[config.mk]
export PLATFORM = sky130hd
export DESIGN_NAME = color_frame_loader
export DESIGN_NICKNAME = d
export VERILOG_FILES = /design/src/rtl/color_frame_loader.sv
export SDC_FILE = /design/constraint.sdc
export NUM_CORES = 1
export LEC_CHECK = 0
export CAP_MARGIN = 25
export CELL_PAD_IN_SITES_DETAIL_PLACEMENT = 1
export CELL_PAD_IN_SITES_GLOBAL_PLACEMENT = 2
export CORE_MARGIN = 8
export CORE_UTILIZATION = 39
export CTS_CLUSTER_DIAMETER = 40
export DETAILED_ROUTE_END_ITERATION = 10
export DONT_BUFFER_PORTS = 1
export GPL_TIMING_DRIVEN = 0
export PLACE_DENSITY = 0.88
export SETUP_SLACK_MARGIN = 0.02
export SYNTH_ARGS = -nofsm -noshare
export SYNTH_HDL_FRONTEND = slang
export SYNTH_SLANG_ARGS = --single-unit
[constraint.sdc]
create_clock -name i_CLK -period 6.25 [get_ports i_CLK]
set_input_delay 1.875 -clock i_CLK [delete_from_list [all_inputs] [get_ports i_CLK]]
set_output_delay 1.875 -clock i_CLK [all_outputs]
set_load 0.02 [all_outputs]
[src/rtl/color_frame_loader.sv]
// Colour frame loader: streams RGB pixels, quantises each channel and
// issues one level-held BRAM write per pixel in raster order.
module color_frame_loader #(
    parameter int CHANNELS    = 3,
    parameter int IN_CH_W     = 8,
    parameter int OUT_CH_W    = 4,
    parameter int IMG_W       = 320,
    parameter int IMG_H       = 240,
    parameter int ADDR_W      = 17,
    parameter int ACK_TIMEOUT = 255
) (
    input  logic                         i_CLK,
    input  logic                         i_RST,
    input  logic                         i_START,
    input  logic                         i_ABORT,
    input  logic                         i_MODE,
    input  logic [CHANNELS*IN_CH_W-1:0]  i_PIX_DATA,
    input  logic                         i_PIX_VALID,
    output logic                         o_PIX_READY,
    output logic [CHANNELS*OUT_CH_W-1:0] o_WRDATA,
    output logic [ADDR_W-1:0]            o_WRADDR,
    output logic                         o_WRREQ,
    input  logic                         i_WRDONE,
    output logic                         o_BUSY,
    output logic                         o_FRAME_DONE,
    output logic [ADDR_W-1:0]            o_PIX_COUNT,
    output logic                         o_ERR
);

    localparam int D  = IN_CH_W - OUT_CH_W;
    localparam int DH = (D > 0) ? D - 1 : 0;
    localparam logic [IN_CH_W:0] HALF =
        (D > 0) ? ((IN_CH_W + 1)'(1) << DH) : '0;
    localparam logic [ADDR_W-1:0] LAST = ADDR_W'(IMG_W * IMG_H - 1);
    localparam int TW = (ACK_TIMEOUT > 1) ? $clog2(ACK_TIMEOUT) : 1;
    localparam logic [TW-1:0] TLIM =
        TW'((ACK_TIMEOUT > 0) ? ACK_TIMEOUT - 1 : 0);

    typedef enum logic [1:0] {
        S_IDLE,
        S_ACCEPT,
        S_WAIT_ACK,
        S_DONE
    } state_t;

    state_t                        state_q, state_d;
    logic [CHANNELS*OUT_CH_W-1:0]  data_q, data_d;
    logic [ADDR_W-1:0]             addr_q, addr_d;
    logic [ADDR_W-1:0]             cnt_q, cnt_d;
    logic [TW-1:0]                 tmr_q, tmr_d;
    logic                          err_q, err_d;
    logic [CHANNELS*OUT_CH_W-1:0]  q_data;

    // Rounding adds half an output LSB, then keeps the top bits plus carry.
    always_comb begin : quant
        logic [IN_CH_W-1:0]  ch;
        logic [OUT_CH_W:0]   s;
        q_data = '0;
        ch     = '0;
        s      = '0;
        for (int c = 0; c < CHANNELS; c++) begin
            ch = i_PIX_DATA[c*IN_CH_W +: IN_CH_W];
            s  = (OUT_CH_W + 1)'(({1'b0, ch} + HALF) >> D);
            if (!i_MODE)
                q_data[c*OUT_CH_W +: OUT_CH_W] = ch[IN_CH_W-1 -: OUT_CH_W];
            else if (s[OUT_CH_W])
                q_data[c*OUT_CH_W +: OUT_CH_W] = '1;
            else
                q_data[c*OUT_CH_W +: OUT_CH_W] = s[OUT_CH_W-1:0];
        end
    end

    always_comb begin
        state_d = state_q;
        data_d  = data_q;
        addr_d  = addr_q;
        cnt_d   = cnt_q;
        tmr_d   = tmr_q;
        err_d   = err_q;
        if (state_q != S_IDLE && i_ABORT) begin
            state_d = S_IDLE;
            addr_d  = '0;
        end else begin
            unique case (state_q)
                S_IDLE: begin
                    if (i_START && !i_ABORT) begin
                        state_d = S_ACCEPT;
                        addr_d  = '0;
                        cnt_d   = '0;
                        err_d   = 1'b0;
                    end
                end
                S_ACCEPT: begin
                    if (i_PIX_VALID) begin
                        data_d  = q_data;
                        tmr_d   = '0;
                        state_d = S_WAIT_ACK;
                    end
                end
                S_WAIT_ACK: begin
                    if (i_WRDONE) begin
                        cnt_d = cnt_q + ADDR_W'(1);
                        if (addr_q == LAST) begin
                            state_d = S_DONE;
                        end else begin
                            addr_d  = addr_q + ADDR_W'(1);
                            state_d = S_ACCEPT;
                        end
                    end else if (ACK_TIMEOUT > 0 && tmr_q == TLIM) begin
                        err_d   = 1'b1;
                        addr_d  = '0;
                        state_d = S_IDLE;
                    end else begin
                        tmr_d = tmr_q + TW'(1);
                    end
                end
                S_DONE: begin
                    addr_d  = '0;
                    state_d = S_IDLE;
                end
                default: state_d = S_IDLE;
            endcase
        end
    end

    always_ff @(posedge i_CLK) begin
        if (i_RST) begin
            state_q <= S_IDLE;
            data_q  <= '0;
            addr_q  <= '0;
            cnt_q   <= '0;
            tmr_q   <= '0;
            err_q   <= 1'b0;
        end else begin
            state_q <= state_d;
            data_q  <= data_d;
            addr_q  <= addr_d;
            cnt_q   <= cnt_d;
            tmr_q   <= tmr_d;
            err_q   <= err_d;
        end
    end

    assign o_PIX_READY  = (state_q == S_ACCEPT);
    assign o_WRREQ      = (state_q == S_WAIT_ACK);
    assign o_FRAME_DONE = (state_q == S_DONE);
    assign o_BUSY       = (state_q != S_IDLE);
    assign o_WRDATA     = data_q;
    assign o_WRADDR     = addr_q;
    assign o_PIX_COUNT  = cnt_q;
    assign o_ERR        = err_q;

endmodule

# After elaboration in Yosys (flattened, before gate mapping)
# Cells that the tools add are included.
# totals
wordCells,68
register_bits,57
memories,0
latch_bits,0
inputBits,31
rom_bits,0
mem_bits_rw,0
# op_classes
eq_ne,13
magnitude_cmp,0
multipliers,0
muxes,27
reduce_logical,15
n_addsub,6
n_div,0
shifts,0
n_bitwise,1
# ops
operator,n
$mux W17,5
$pmux W17 S3,1
$add A17 B1 Y17 const B,2
$pmux W17 S2,1
$add A8 B4 Y9 const B,3
$mux W4,6
$mux W8,3
$eq A17 B17 Y1 const B,1
$pmux W8 S2,1
$mux W2,5
$reduce_and A5 Y1,2
$add A8 B1 Y8 const B,1
$eq A8 B8 Y1 const B,1
$ne A2 B2 Y1 const B,4
$pmux W2 S4,1
$reduce_and A4 Y1,2
$reduce_and A3 Y1,2
$reduce_bool A2 Y1,3
$eq A2 B2 Y1 const B,2
$ne A2 B1 Y1 const B,2
$mux W1,3
$ne A3 B1 Y1 const B,1
$ne A3 B3 Y1 const B,1
$reduce_bool A3 Y1,1
7 further kinds,8

# Longest topological paths before layout
# logic_depth
depth_word,4
depth_mapped,10

# Worst setup path before layout
# No wires, ideal clock.
# synth_timing
path_type,in2reg
from,in i_ABORT
to,reg tmr_q[7]
n_path_buf,2
path_slack_ns,2.850
required_ns,6.180
stages,7
arrival_time_ns,3.330
setup_ns,0.070
cell_sequence,clkbuf_1 > nand2b_1 > and4_1 > clkbuf_1 > nand2_1 > or4_1 > a21oi_1
# synth_via
elab_chain_len,3
# synth_rtl
item,line,rtl
"start, declared",15,"input logic i_ABORT,"
$logic_and A1 B1 Y1,80,if (state_q != S_IDLE && i_ABORT) begin
$not A1 Y1 (no source line),-,
$reduce_and A5 Y1 (no source line),-,
"end signal, assigned",139,tmr_q <= tmr_d;
"end, declared",50,"logic [TW-1:0] tmr_q, tmr_d;"
# No other way between the ends.
# A chain may end at the register's enable or synchronous reset.

# Final worst setup path
# layout_timing
from,in i_ABORT
to,"reg addr_q[9], in the netlist o_WRADDR[9]"
# layout_via
elab_chain_len,4
word_cells_on_any_way,6
cone_classes,eq/ne: 1; reduce/logical: 5
# layout_rtl
item,line,rtl
$logic_not A1 Y1,86,if (i_START && !i_ABORT) begin
$logic_and A1 B1 Y1,86,
$ne A2 B2 Y1 (no source line),-,
$reduce_and A4 Y1 (no source line),-,
"end signal, assigned",137,addr_q <= addr_d;
"end, declared",48,"logic [ADDR_W-1:0] addr_q, addr_d;"
# Parallel ways exist; a longest one is shown, timed or not.

==> metrics.md <==
| Metric | Value |
|---|---|
| Outcome | `finished clean` |
| CTS clk-pin slew, worst paths | `0.06 ns` |
| Final wirelength | `8730 µm` |
| Final setup violation count | `0` |
| Fillers | `945` |
| H-tree lvl count | `3` |
| Yosys warnings | `0` |
| Max Freq | `0.277 GHz` |
| Setup bufs post-CTS | `0` |
| CTS Hold Buffers Added | `0` |
| Cells after Synth | `369` |
| Skew-Pair Late Insertion Delay | `0.34 ns` |
| Root Buffer | `clkbuf_8` |
| NumNets Final | `422` |
| Most common cell in the synthesized netlist | `dfxtp_1` |
| Synth cell count leaders | `dfxtp_1, nand2_1, a21oi_1, nor2_1, nand3_1` |
| GP Congestion | `0.775` |
| Routed len/inst | `18.1 µm` |
| Drt initial violations | `87` |
| Initial antenna violation count | `0` |
| Clock network power share | `28.2%` |
| Die width | `105 µm` |
| Via count of the first global-routing pass | `2808` |
| Sw frac | `38.1%` |
| Rel. slew slack | `35.7%` |
| Final Slew Violations | `0` |
| Pwr Density | `290 nW/µm²` |
| Share of post-route cells with drive strength above 1 | `5.25%` |
| Routed Antenna Nets | `0` |
| RSZ-0062 raised after global routing | `no` |
| P_int | `0.596 mW` |
| Buffers on Ports | `0` |
| CP max stage cell | `a31oi_1` |
| CP Max Fanout | `10` |
| Die Y | `105 µm` |
| Drc violations | `0` |
| Sequential share of power | `44.5%` |
| Gr usage total | `16.1%` |
| Synth Cell Area | `3060 µm²` |
| CP Launch Type | `input port` |
| Register area | `1140 µm²` |
| First-pass GRT wire length | `14400 µm` |
| Top-area cell type share of the netlist area | `37.3%` |
| Largest net degree at the start of global routing | `11` |
| Min Tclk post-route | `3.61 ns` |
| Critical path's largest stage delay | `0.80 ns` |
| Avg Inst Size Synth | `8.29 µm²` |
| Core area | `7650 µm²` |
| Crit end category | `register` |
| Crit share post-route | `57.8%` |
| EDFF count, synth | `0` |
| Clock Skew | `0.0109 ns` |
| Clk sinks | `57` |
| Max-cap violations | `0` |
| # resized after CTS | `0` |
| Num rows | `32` |
| Synth area leaders | `dfxtp_1, xor2_1, a21oi_1` |
| Antenna diode count | `0` |
| Hold Crit Class | `reg -> reg` |
| Type of the worst setup path | `in -> reg` |
| Top FF cell, synth | `dfxtp_1` |
| Final core occ | `43.5%` |
| Tot Pwr | `0.963 mW` |
| Post-DR vias/cell | `5.71` |
| FFs w/ async S/R, synth | `0%` |
| Sequential share of the synthesized area | `37.3%` |
| Maximum VDD drop | `0.136 mV` |
| Switching component of the power | `0.366 mW` |
| Largest area contributor in the netlist | `dfxtp_1` |
| Gate power share | `27.3%` |
| Synthesis-to-finish area growth | `8.67%` |
| Area occupied by multi-input gates | `1800 µm²` |
| #FFs+latches synth | `57` |
| Ports | `82` |
| 1st-pass router iterations | `4` |
| Fin. Hold Viols | `0` |
| HPWL after DPL | `6560 µm` |
| Max clock buf depth | `2` |
| CP Data Required Time | `6.51 ns` |
| Count of cell types in the netlist | `44` |
| Post-synth net total | `411` |
| Setup_tns | `0 ns` |
| Crit-path cells | `clkbuf_1 -> o21ai_0 -> a31oi_1 -> buf_2 -> nand2_1 -> mux2i_1` |
| Leakage | `1.12 nW` |
| Worst-Margin Slew | `0.956 ns` |
| TritonCTS clock tree | `yes` |
| GRT overflow | `0` |
| Via count | `2760` |
| Arr. time, crit path | `3.87 ns` |
| Initial Util | `40.0%` |
| Die area | `10900 µm²` |
| Cts bufs inserted | `9` |
## layout by cell type, fill, tap and decap left out, drive strengths merged, types with 2 or more instances in the layout
| cell type | Yosys | final |
|---|---|---|
| clkbuf | 13 | 23 |
| or3 | 3 | 3 |
| xnor2 | 4 | 4 |
| nand4 | 19 | 19 |
| buf | 4 | 4 |
| nand2 | 33 | 33 |
| and2 | 7 | 7 |
| or4 | 6 | 6 |
| nand2b | 13 | 13 |
| nand3 | 22 | 22 |
| nor3 | 5 | 5 |
| and3 | 5 | 5 |
| clkinv | 0 | 2 |
| mux2i | 13 | 13 |
| a21oi | 29 | 29 |
| and4 | 7 | 7 |
| ha | 11 | 11 |
| nor2 | 28 | 28 |
| o21ai | 14 | 14 |
| o211ai | 3 | 3 |
| o31ai | 8 | 8 |
| nor4b | 4 | 4 |
| a31oi | 7 | 7 |
| dfxtp | 57 | 57 |
| xor2 | 17 | 17 |
| nor4 | 10 | 10 |
| inv | 13 | 13 |
| nand3b | 3 | 3 |
## cells by family after synthesis
logic type / share of synthesized area (%)
xor+xnor: 6.01
fa+ha+maj: 4.50
simple gates: 30.5
compound gates: 13.4
mux: 4.38
flops: 37.3
buf+inv: 3.85
## power groups by stage
stage	sequential [mW]	combinational [mW]	clock, mW
after CTS	0.429	0.265	0.284
after global routing	0.432	0.295	0.298
final	0.429	0.263	0.271
after detailed placement	0.437	0.261	0
after floorplan	0.429	0.198	0
after global placement	0.436	0.257	0
## per-layer routing
metal / GRT usage [%] / vias up / routed length (µm)
li1: - / 1360 / -
met1: 18.2 / 1320 / 3810
met2: 26.2 / 68 / 4080
met3: 6.76 / 12 / 724
met4: 6.51 / 0 / 120
met5: 0 / - / 0
## path summary, 6_finish.rpt
path	start	slack, ns	cells after the start	to
worst max-delay path	i_ABORT	2.64	6	o_WRADDR[9]$_SDFFE_PP0P_
worst min-delay path	tmr_q[0]$_SDFFE_PP0P_	0.49	2	tmr_q[0]$_SDFFE_PP0P_
worst max register to register	state_q[0]$_SDFFE_PP0P_	3.29	10	o_WRADDR[9]$_SDFFE_PP0P_
worst min register to register	tmr_q[0]$_SDFFE_PP0P_	0.49	2	tmr_q[0]$_SDFFE_PP0P_
## area by class of cell
class	instances	area share, %
Tap cell	102	3.84
Sequential cell	57	34.3
Buffer	17	2.07
Inverter	13	1.47
Clock inverter	2	0.301
Multi-Input combinational cell	282	54.1
Clock buffer	10	3.84
## metrics by stage
stage / cells / hold slack (ns) / instance area, µm² / worst slack (ns)
floorplan: 369 / 0.447 / 3060 / 2.85
global placement: 471 / 0.464 / 3190 / 2.33
detailed placement: 471 / 0.489 / 3190 / 2.27
CTS: 483 / 0.498 / 3320 / 2.60
global route: 483 / 0.531 / 3320 / 2.50
finish: 483 / 0.495 / 3320 / 2.64
## flip-flops by register name, summed over array words and instances, names as in the netlist
register,count
o_WRADDR,17
tmr_q,8
o_PIX_COUNT,17
state_q,2
o_ERR,1
o_WRDATA,12
## worst max-delay path: cells and delay by family
kind / cells / cell delay, ns
AOI/OAI and AO/OA: 2 / 1.06
muxes: 1 / 0.17
and+or+nand+nor: 1 / 0.07
buffers and inverters: 2 / 0.69
Power figures use the tool's default switching activity.
